--- config.mk ---
export PLATFORM = sky130hd
export DESIGN_NAME = alu_share_ctrl_flat
export DESIGN_NICKNAME = d
export VERILOG_FILES = /design/src/rtl/alu_share_ctrl_if.sv /design/src/rtl/alu_share_ctrl.sv /design/src/flat_wrapper.sv
export SDC_FILE = /design/constraint.sdc
export NUM_CORES = 1
export LEC_CHECK = 0
export CAP_MARGIN = 20
export CORE_ASPECT_RATIO = 1.75
export CORE_MARGIN = 2
export CORE_UTILIZATION = 36
export CTS_CLUSTER_SIZE = 10
export DETAILED_ROUTE_END_ITERATION = 8
export PLACE_DENSITY_LB_ADDON = 0.12
export SLEW_MARGIN = 20
export SYNTH_ARGS = -nofsm -noshare
export SYNTH_HDL_FRONTEND = slang
export SYNTH_SLANG_ARGS = --single-unit
--- constraint.sdc ---
create_clock -name clk -period 1.8 [get_ports clk]
set_clock_uncertainty 0.05 [all_clocks]
set_input_delay 0.54 -clock clk [delete_from_list [all_inputs] [get_ports clk]]
set_output_delay 0.54 -clock clk [all_outputs]
set_load 0.03 [all_outputs]
--- src/rtl/alu_share_ctrl_if.sv ---
// Bundle between two requesters, the shared combinational ALU and the response consumer.
// slave is the arbiter's view; master is the surrounding system's view.
interface alu_share_ctrl_if;
    logic       req0_valid;
    logic       req1_valid;
    logic [7:0] req0_inst;
    logic [7:0] req1_inst;
    logic [7:0] req0_ra;
    logic [7:0] req0_rb;
    logic [7:0] req1_ra;
    logic [7:0] req1_rb;
    logic       req0_ready;
    logic       req1_ready;
    logic [7:0] alu_inst;
    logic [7:0] alu_ra;
    logic [7:0] alu_rb;
    logic [7:0] alu_rd;
    logic [7:0] alu_flags;
    logic       rsp_valid;
    logic       rsp_id;
    logic [7:0] rsp_rd;
    logic [7:0] rsp_flags;
    logic       rsp_ready;

    modport slave (
        input  req0_valid, req1_valid, req0_inst, req1_inst,
        input  req0_ra, req0_rb, req1_ra, req1_rb,
        output req0_ready, req1_ready,
        output alu_inst, alu_ra, alu_rb,
        input  alu_rd, alu_flags,
        output rsp_valid, rsp_id, rsp_rd, rsp_flags,
        input  rsp_ready
    );

    modport master (
        output req0_valid, req1_valid, req0_inst, req1_inst,
        output req0_ra, req0_rb, req1_ra, req1_rb,
        input  req0_ready, req1_ready,
        input  alu_inst, alu_ra, alu_rb,
        output alu_rd, alu_flags,
        input  rsp_valid, rsp_id, rsp_rd, rsp_flags,
        output rsp_ready
    );
endinterface

--- src/rtl/alu_share_ctrl.sv ---
// Round-robin arbiter sharing one combinational ALU between two requesters.
// One operation in flight at a time: accept, execute for one cycle, hold response until taken.
module alu_share_ctrl (
    input logic              clk,
    input logic              rst_n,
    alu_share_ctrl_if.slave  bus
);

    typedef enum logic [1:0] {StIdle, StExec, StResp} state_e;

    state_e     state_q, state_d;
    logic       last_grant_q;
    logic       grant_id;
    logic       accept;
    logic [7:0] inst_q, ra_q, rb_q;
    logic       id_q;
    logic [7:0] rd_q, flags_q;

    logic       ready0, ready1, rsp_valid;
    logic [7:0] alu_inst, alu_ra, alu_rb;

    // Contention goes to the requester that did not win last time.
    always_comb begin
        if (bus.req0_valid && bus.req1_valid) begin
            grant_id = ~last_grant_q;
        end else begin
            grant_id = bus.req1_valid;
        end
    end

    always_comb begin
        state_d   = state_q;
        accept    = 1'b0;
        ready0    = 1'b0;
        ready1    = 1'b0;
        rsp_valid = 1'b0;
        alu_inst  = 8'h00;
        alu_ra    = 8'h00;
        alu_rb    = 8'h00;
        unique case (state_q)
            StIdle: begin
                // Ready is combinational, so it must also be masked while reset is held.
                if (rst_n && (bus.req0_valid || bus.req1_valid)) begin
                    accept  = 1'b1;
                    ready0  = ~grant_id;
                    ready1  = grant_id;
                    state_d = StExec;
                end
            end
            StExec: begin
                alu_inst = inst_q;
                alu_ra   = ra_q;
                alu_rb   = rb_q;
                state_d  = StResp;
            end
            StResp: begin
                rsp_valid = 1'b1;
                if (bus.rsp_ready) begin
                    state_d = StIdle;
                end
            end
            default: state_d = StIdle;
        endcase
    end

    always_ff @(posedge clk or negedge rst_n) begin
        if (!rst_n) begin
            state_q      <= StIdle;
            last_grant_q <= 1'b1;
            inst_q       <= 8'h00;
            ra_q         <= 8'h00;
            rb_q         <= 8'h00;
            id_q         <= 1'b0;
            rd_q         <= 8'h00;
            flags_q      <= 8'h00;
        end else begin
            state_q <= state_d;
            if (accept) begin
                last_grant_q <= grant_id;
                id_q         <= grant_id;
                inst_q       <= grant_id ? bus.req1_inst : bus.req0_inst;
                ra_q         <= grant_id ? bus.req1_ra   : bus.req0_ra;
                rb_q         <= grant_id ? bus.req1_rb   : bus.req0_rb;
            end
            if (state_q == StExec) begin
                rd_q    <= bus.alu_rd;
                flags_q <= bus.alu_flags;
            end
        end
    end

    assign bus.req0_ready = ready0;
    assign bus.req1_ready = ready1;
    assign bus.alu_inst   = alu_inst;
    assign bus.alu_ra     = alu_ra;
    assign bus.alu_rb     = alu_rb;
    assign bus.rsp_valid  = rsp_valid;
    assign bus.rsp_id     = id_q;
    assign bus.rsp_rd     = rd_q;
    assign bus.rsp_flags  = flags_q;

endmodule
--- src/flat_wrapper.sv ---
// flat-port wrapper written by rule: the top's interface ports become plain ports
module alu_share_ctrl_flat 
  (clk, rst_n, bus_req0_valid, bus_req1_valid, bus_req0_inst, bus_req1_inst, bus_req0_ra, bus_req0_rb, bus_req1_ra, bus_req1_rb, bus_req0_ready, bus_req1_ready, bus_alu_inst, bus_alu_ra, bus_alu_rb, bus_alu_rd, bus_alu_flags, bus_rsp_valid, bus_rsp_id, bus_rsp_rd, bus_rsp_flags, bus_rsp_ready);
  alu_share_ctrl_if bus_i ();
  input logic clk;
  input logic rst_n;
  input wire logic [$bits(bus_i.req0_valid)-1:0] bus_req0_valid;
  input wire logic [$bits(bus_i.req1_valid)-1:0] bus_req1_valid;
  input wire logic [$bits(bus_i.req0_inst)-1:0] bus_req0_inst;
  input wire logic [$bits(bus_i.req1_inst)-1:0] bus_req1_inst;
  input wire logic [$bits(bus_i.req0_ra)-1:0] bus_req0_ra;
  input wire logic [$bits(bus_i.req0_rb)-1:0] bus_req0_rb;
  input wire logic [$bits(bus_i.req1_ra)-1:0] bus_req1_ra;
  input wire logic [$bits(bus_i.req1_rb)-1:0] bus_req1_rb;
  output wire logic [$bits(bus_i.req0_ready)-1:0] bus_req0_ready;
  output wire logic [$bits(bus_i.req1_ready)-1:0] bus_req1_ready;
  output wire logic [$bits(bus_i.alu_inst)-1:0] bus_alu_inst;
  output wire logic [$bits(bus_i.alu_ra)-1:0] bus_alu_ra;
  output wire logic [$bits(bus_i.alu_rb)-1:0] bus_alu_rb;
  input wire logic [$bits(bus_i.alu_rd)-1:0] bus_alu_rd;
  input wire logic [$bits(bus_i.alu_flags)-1:0] bus_alu_flags;
  output wire logic [$bits(bus_i.rsp_valid)-1:0] bus_rsp_valid;
  output wire logic [$bits(bus_i.rsp_id)-1:0] bus_rsp_id;
  output wire logic [$bits(bus_i.rsp_rd)-1:0] bus_rsp_rd;
  output wire logic [$bits(bus_i.rsp_flags)-1:0] bus_rsp_flags;
  input wire logic [$bits(bus_i.rsp_ready)-1:0] bus_rsp_ready;
  assign bus_i.req0_valid = bus_req0_valid;
  assign bus_i.req1_valid = bus_req1_valid;
  assign bus_i.req0_inst = bus_req0_inst;
  assign bus_i.req1_inst = bus_req1_inst;
  assign bus_i.req0_ra = bus_req0_ra;
  assign bus_i.req0_rb = bus_req0_rb;
  assign bus_i.req1_ra = bus_req1_ra;
  assign bus_i.req1_rb = bus_req1_rb;
  assign bus_req0_ready = bus_i.req0_ready;
  assign bus_req1_ready = bus_i.req1_ready;
  assign bus_alu_inst = bus_i.alu_inst;
  assign bus_alu_ra = bus_i.alu_ra;
  assign bus_alu_rb = bus_i.alu_rb;
  assign bus_i.alu_rd = bus_alu_rd;
  assign bus_i.alu_flags = bus_alu_flags;
  assign bus_rsp_valid = bus_i.rsp_valid;
  assign bus_rsp_id = bus_i.rsp_id;
  assign bus_rsp_rd = bus_i.rsp_rd;
  assign bus_rsp_flags = bus_i.rsp_flags;
  assign bus_i.rsp_ready = bus_rsp_ready;
  alu_share_ctrl u_core (.clk(clk), .rst_n(rst_n), .bus(bus_i));
endmodule
==> reports/metrics.csv, run 1 <==
metric;value;unit
fin_ws;-0.189;ns
cellLeakagePower;1.66;nW
start_util;0.375;
yosysSeqAreaShare;0.496;
ant_nets;0;
slew_headroom;0.743;
first_pass_iters;4;
n_antenna_cell;0;
ys_ff_latch;44;
drt_iter0_drc;118;
netlist_top_cells_area;dfrtp_1, a221o_1, nor3_2;
cp.required;1.21;ns
syn2layout_area_growth;67.5;%
io_buffers;112;
chipWidth;63.4;um
synthCells;189;
maxCapViolCount;0;
seqPwrFrac;0.362;
std_cell_rows;37;
fin_tns_setup;-4.39;ns
status;finished, violations left;
fin_area;3730;um2
clk_path_buf_depth;2;
violations;setup timing;
cts_max_level;2;
hold_violations;0;
post-route-min-period;1.99;ns
synth_area_leader_cell;dfrtp_1;
placed_cell_area;3390;um2
grt_pass1_vias;2032;
synth_cell_types;23;
crit_slowest_cell;dfrtp_1;
drive_gt1_frac;0.401;
start_kind;flop;
boundaryPins;113;
place_ws;-0.388;ns
endpoint_kind;primary output;
crit_chain;nor2b_4 -> buf_12 -> and2_4 -> buf_6;
powerDensity;1280;nW/um2
cts_num_sinks;44;
synth.top_cell.area_share;0.484;
core_area;5930;um2
synth_warnings;0;
drc;0;
fmax;503;MHz
nets;385;
period_share;1.11;
hold_buffers;0;
vias_per_cell;4.88;
power_switching;1.77;mW
power.share.combinational;0.484;
ir_worst_vdd;581;uV
place_congestion;0.735;
utilization;0.629;
vias;1926;
cp_max_fo;12;
cts_root_buf;clkbuf_8;
setup_viol;26;
grt_use_total;0.187;
crit_type;flop to primary output;
grt_pass1_wl;9950;um
syn_area_per_cell;11.8;um2
maxSlewViolCount;0;
grt_max_degree;25;
hp-class;input port to async pin;
dieArea;6850;um2
hold_slack;0.196;ns
syn_nets;258;
tightest_slew;0.385;ns
wl_per_cell;15.9;um
die_h;108;um
cts_tree;done;
antenna_found_initial;0;
clkLatencyLatePin;0.29;ns
critPathArrivalTime;1.40;ns
power.share.clock;0.154;
cts_buffers;5;
power.internal;3.00;mW
critPathMaxStageDelay;0.41;ns
clk_pin_slew_worst_paths;0.08;ns
rsz0062_at_grt;yes;
dp_hpwl;4580;um
swShare;0.371;
rr_worst_depth;6;
grt_remaining_overflow;0;
netlist_area;2220;um2
routed_wl;6280;um
==> worst max-delay path: cells and delay by family, from the launching register on <==
kind / cells / cell delay, ns
buf+inv: 2 / 0.28
flops: 1 / 0.41
simple gates: 2 / 0.41
==> worst paths after layout <==
check                                      from                      end  slack, ns
setup / recovery              u_core.state_q[0]            bus_alu_ra[0]      -0.19
hold / removal                            rst_n  u_core.bus.rsp_flags[7]       0.20
setup reg to reg              u_core.state_q[1]           u_core.ra_q[2]       0.16
hold reg to reg            u_core.bus.rsp_rd[4]     u_core.bus.rsp_rd[4]       0.45
max in group asynchronous                 rst_n      u_core.last_grant_q       1.15
min in group clk           u_core.bus.rsp_rd[4]     u_core.bus.rsp_rd[4]       0.45
==> registers in the layout, summed over array words and instances (netlist names) <==
register	count
u_core.bus.rsp_id	1
u_core.state_q	2
u_core.bus.rsp_flags	8
u_core.bus.rsp_rd	8
u_core.rb_q	8
u_core.inst_q	8
u_core.last_grant_q	1
u_core.ra_q	8
==> synthesized netlist by cell type, drive strengths merged <==
master and n:
a21o 1, nor2b 3, clkbuf 4, o21a 2, nor3 24, a221o 24
and2 24, inv 3, or3b 1, nand3b 1, and3 1, mux2 16
dfstp 1, buf 14, o21ai 1, dfrtp 43, nand2 25, nor3b 1
==> cells in the final DEF (no fill, tap or decap), drive strengths merged <==
cell type      netlist  final
bufbuf               0      1
o21a                 2      2
nand2               25     25
and3                 1      1
mux2                16     16
and2                24     24
bufinv               0      1
clkbuf               4      6
clkinv               0      1
dlygate4sd2          0     19
a21o                 1      1
nor3b                1      1
dfstp                1      1
nand3b               1      1
inv                  3      3
dfrtp               43     43
clkdlybuf4s50        0     65
nor2b                3      3
a221o               24     24
buf                 14     53
nor3                24     24
or3b                 1      1
o21ai                1      1
==> metrics by stage <==
step           cells  total power, mW
4_1_cts          394             4.77
3_5_place_dp     379             3.98
3_3_place_gp     379             3.94
5_1_grt          395             5.03
6_report         395             4.77
2_1_floorplan    189             3.08
==> cells by family (layout without fill, tap and decap cells) <==
kind of cell	Yosys count	after routing	share of synthesized area
simple gates	80	80	0.233
compound gates	28	28	0.122
buf+inv	21	149	0.0686
mux	16	16	0.0810
flops	44	44	0.496
==> power groups by stage <==
stage | registers, mW | clock network, mW | logic (mW)
2_1_floorplan | 2.05 | 0 | 1.03
3_3_place_gp | 1.71 | 0 | 2.23
3_5_place_dp | 1.72 | 0 | 2.26
4_1_cts | 1.72 | 0.755 | 2.29
5_1_grt | 1.79 | 0.793 | 2.44
6_report | 1.73 | 0.734 | 2.31
==> per-layer routing <==
layer,global-route usage,vias to the layer above,part of all wire
li1,-,927,-
met1,0.211,921,0.38
met2,0.353,73,0.56
met3,0.0333,5,0.047
met4,0.0559,0,0.010
met5,0,-,0
==> area by class of cell <==
cell class | count | area, um2
sequential | 44 | 1100
clock inverter | 2 | 35.0
multi-input combinational | 124 | 1040
clock buffer | 6 | 72.6
fill | 552 | 2200
timing repair buffer | 138 | 1360
inverter | 3 | 11.3
tap | 78 | 97.6
==> what timing repair did <==
action / 4_1_cts / 5_1_grt
endpoints found under the hold margin: 0 / 0
setup buffers: 5 / 1
endpoints found under the setup margin: 61 / 27
resized for setup: 59 / 15
pin swaps: 8 / 6
gates cloned: 2 / 0
Power figures use the tool's default switching activity.
==> inputs of run 2 (changes only) <==
--- a/config.mk
+++ b/config.mk
@@ -12,7 +12,7 @@
 export CTS_CLUSTER_SIZE = 10
 export DETAILED_ROUTE_END_ITERATION = 8
 export PLACE_DENSITY_LB_ADDON = 0.12
-export SLEW_MARGIN = 20
+export REMOVE_ABC_BUFFERS = 1
 export SYNTH_ARGS = -nofsm -noshare
 export SYNTH_HDL_FRONTEND = slang
 export SYNTH_SLANG_ARGS = --single-unit
==> run 2 against run 1 <==
Against the previous run: the run still ends with setup timing left; total power increased by 4.6%; combinational power up 3%; routed wire length is 3.2% higher; register-to-register slack got worse by 0.03 ns; via count barely moved; fmax down 2.4%; design area up 2.1%; sequential share of layout area shrank 0.62 points; worst setup slack got worse by 0.049 ns; hold slack better by 0.20 ns; clock-buffer cell count is 1 lower; sequential power about the same.
==> reports/metrics.csv, run 2 (synthesized netlist as in run 1, its figures left out) <==
metric;value;unit
ant_nets;0;
grt_max_degree;45;
grt_pass1_wl;9820;um
utilization;0.643;
violations;setup timing;
vias;1925;
chipWidth;63.4;um
core_area;5930;um2
period_share;1.13;
syn2layout_area_growth;71.1;%
cp.required;1.21;ns
dp_hpwl;4470;um
ir_worst_vdd;648;uV
fmax;491;MHz
critPathArrivalTime;1.45;ns
rsz0062_at_grt;yes;
endpoint_kind;primary output;
maxCapViolCount;0;
crit_type;flop to primary output;
hp-class;input port to async pin;
place_congestion;0.743;
rr_worst_depth;6;
fillCellCount;533;
reg2reg_setup_slack;0.13;ns
powerDensity;1310;nW/um2
post-route-min-period;2.04;ns
std_cell_rows;37;
clkLatencyLatePin;0.29;ns
grt_remaining_overflow;0;
setup_viol;26;
path_buf_inv;3;
place_inst;375;
layout_common_cells;clkdlybuf4s50_1, dfrtp_1, buf_6;
first_pass_iters;4;
critPathMaxStageDelay;0.42;ns
final_cells;394;
placed_cell_area;3370;um2
tightest_slew;0.564;ns
cp_top_family;flip-flops;
cts_num_sinks;44;
cts_buffers;5;
drc;0;
grt_use_total;0.182;
dieArea;6850;um2
r2r-end;u_core.bus.rsp_flags[7];
cellLeakagePower;1.69;nW
cts_tree;done;
cts_root_buf;clkbuf_8;
start_kind;flop;
crit_slowest_cell;dfrtp_1;
total_power;4.99;mW
wl_per_cell;16.4;um
final_common_cell;clkdlybuf4s50_1;
startpoint;u_core.state_q[0];
fin_area;3810;um2
drt_iter0_drc;76;
grt_pass1_vias;2033;
boundaryPins;113;
fin_ws;-0.238;ns
worst-path-stages;5;
hold_violations;0;
drive_gt1_frac;0.405;
status;finished, violations left;
die_h;108;um
routed_wl;6480;um
rr_startpoint;u_core.state_q[0];
cp_max_fo;6;
maxSlewViolCount;0;
vias_per_cell;4.89;
clk_path_buf_depth;2;
antenna_found_initial;0;
slew_headroom;0.624;
n_antenna_cell;0;
nets;385;
clk_pin_slew_worst_paths;0.09;ns
start_util;0.375;
io_buffers;112;
crit_chain;nor2b_4 -> buf_12 -> clkbuf_16 -> and2_4 -> buf_6;
cts_max_level;2;
[run 2: cell count changes in the layout (fill, tap and decap cells not counted), sizes merged]
cell / delta
clkinv: -1
buf: -1
bufbuf: -1
bufinv: +1
clkbuf: +1
[run 2: cell type report]
type | instances | area, um2 | share of cell area
Timing Repair Buffer | 138 | 1410 | 0.369
Multi-Input combinational cell | 124 | 1060 | 0.279
Clock inverter | 2 | 60.1 | 0.0158
Inverter | 3 | 11.3 | 0.00296
Sequential cell | 44 | 1100 | 0.290
Tap cell | 78 | 97.6 | 0.0256
Clock buffer | 5 | 68.8 | 0.0181
[run 2: report_power, final]
part	switching, mW	total (mW)	internal (mW)
clock	0.332	0.878	0.546
sequential	0.273	1.73	1.46
combinational	1.21	2.38	1.18
total	1.81	4.99	3.18
[run 2: worst max-delay path by stage]
stage | to | slack [ns]
2_1_floorplan | bus_req0_ready | -1.15
3_3_place_gp | bus_req0_ready | -0.32
3_5_place_dp | bus_req0_ready | -0.36
4_1_cts | bus_alu_rb[2] | -0.22
5_1_grt | bus_alu_rb[3] | -0.30
6_report | bus_alu_ra[0] | -0.24
[run 2: per-layer routing]
layer / part of all wire / vias to the layer above / track usage / wire, um
li1: - / 926 / - / -
met1: 0.39 / 927 / 0.211 / 2510
met2: 0.56 / 66 / 0.338 / 3610
met3: 0.045 / 6 / 0.0333 / 289
met4: 0.010 / 0 / 0.0512 / 68
met5: 0 / - / 0 / 0
[run 2: worst register-to-register path, cell delays in order, from the launching register on]
cell and delay [ns]:
dfrtp_1 0.42, nor2b_4 0.19, buf_12 0.14, clkbuf_16 0.14, buf_4 0.13, buf_4 0.14, mux2_2 0.34
[run 2: timing repair]
item | in CTS | in global routing
pin swaps | 3 | 20
setup buffers | 3 | 6
hold buffers | 0 | 0
gates resized for setup | 55 | 23
cloned | 0 | 3
setup endpoints to repair | 43 | 27
[run 2: metrics by stage]
stage / hold WS [ns] / setup WS (ns) / setup TNS [ns]
2_1_floorplan: 0.194 / -1.15 / -47.92
3_3_place_gp: 0.436 / -0.324 / -6.97
3_5_place_dp: 0.439 / -0.358 / -7.84
4_1_cts: 0.417 / -0.221 / -4.87
5_1_grt: 0.439 / -0.297 / -7.07
6_report: 0.398 / -0.238 / -5.44
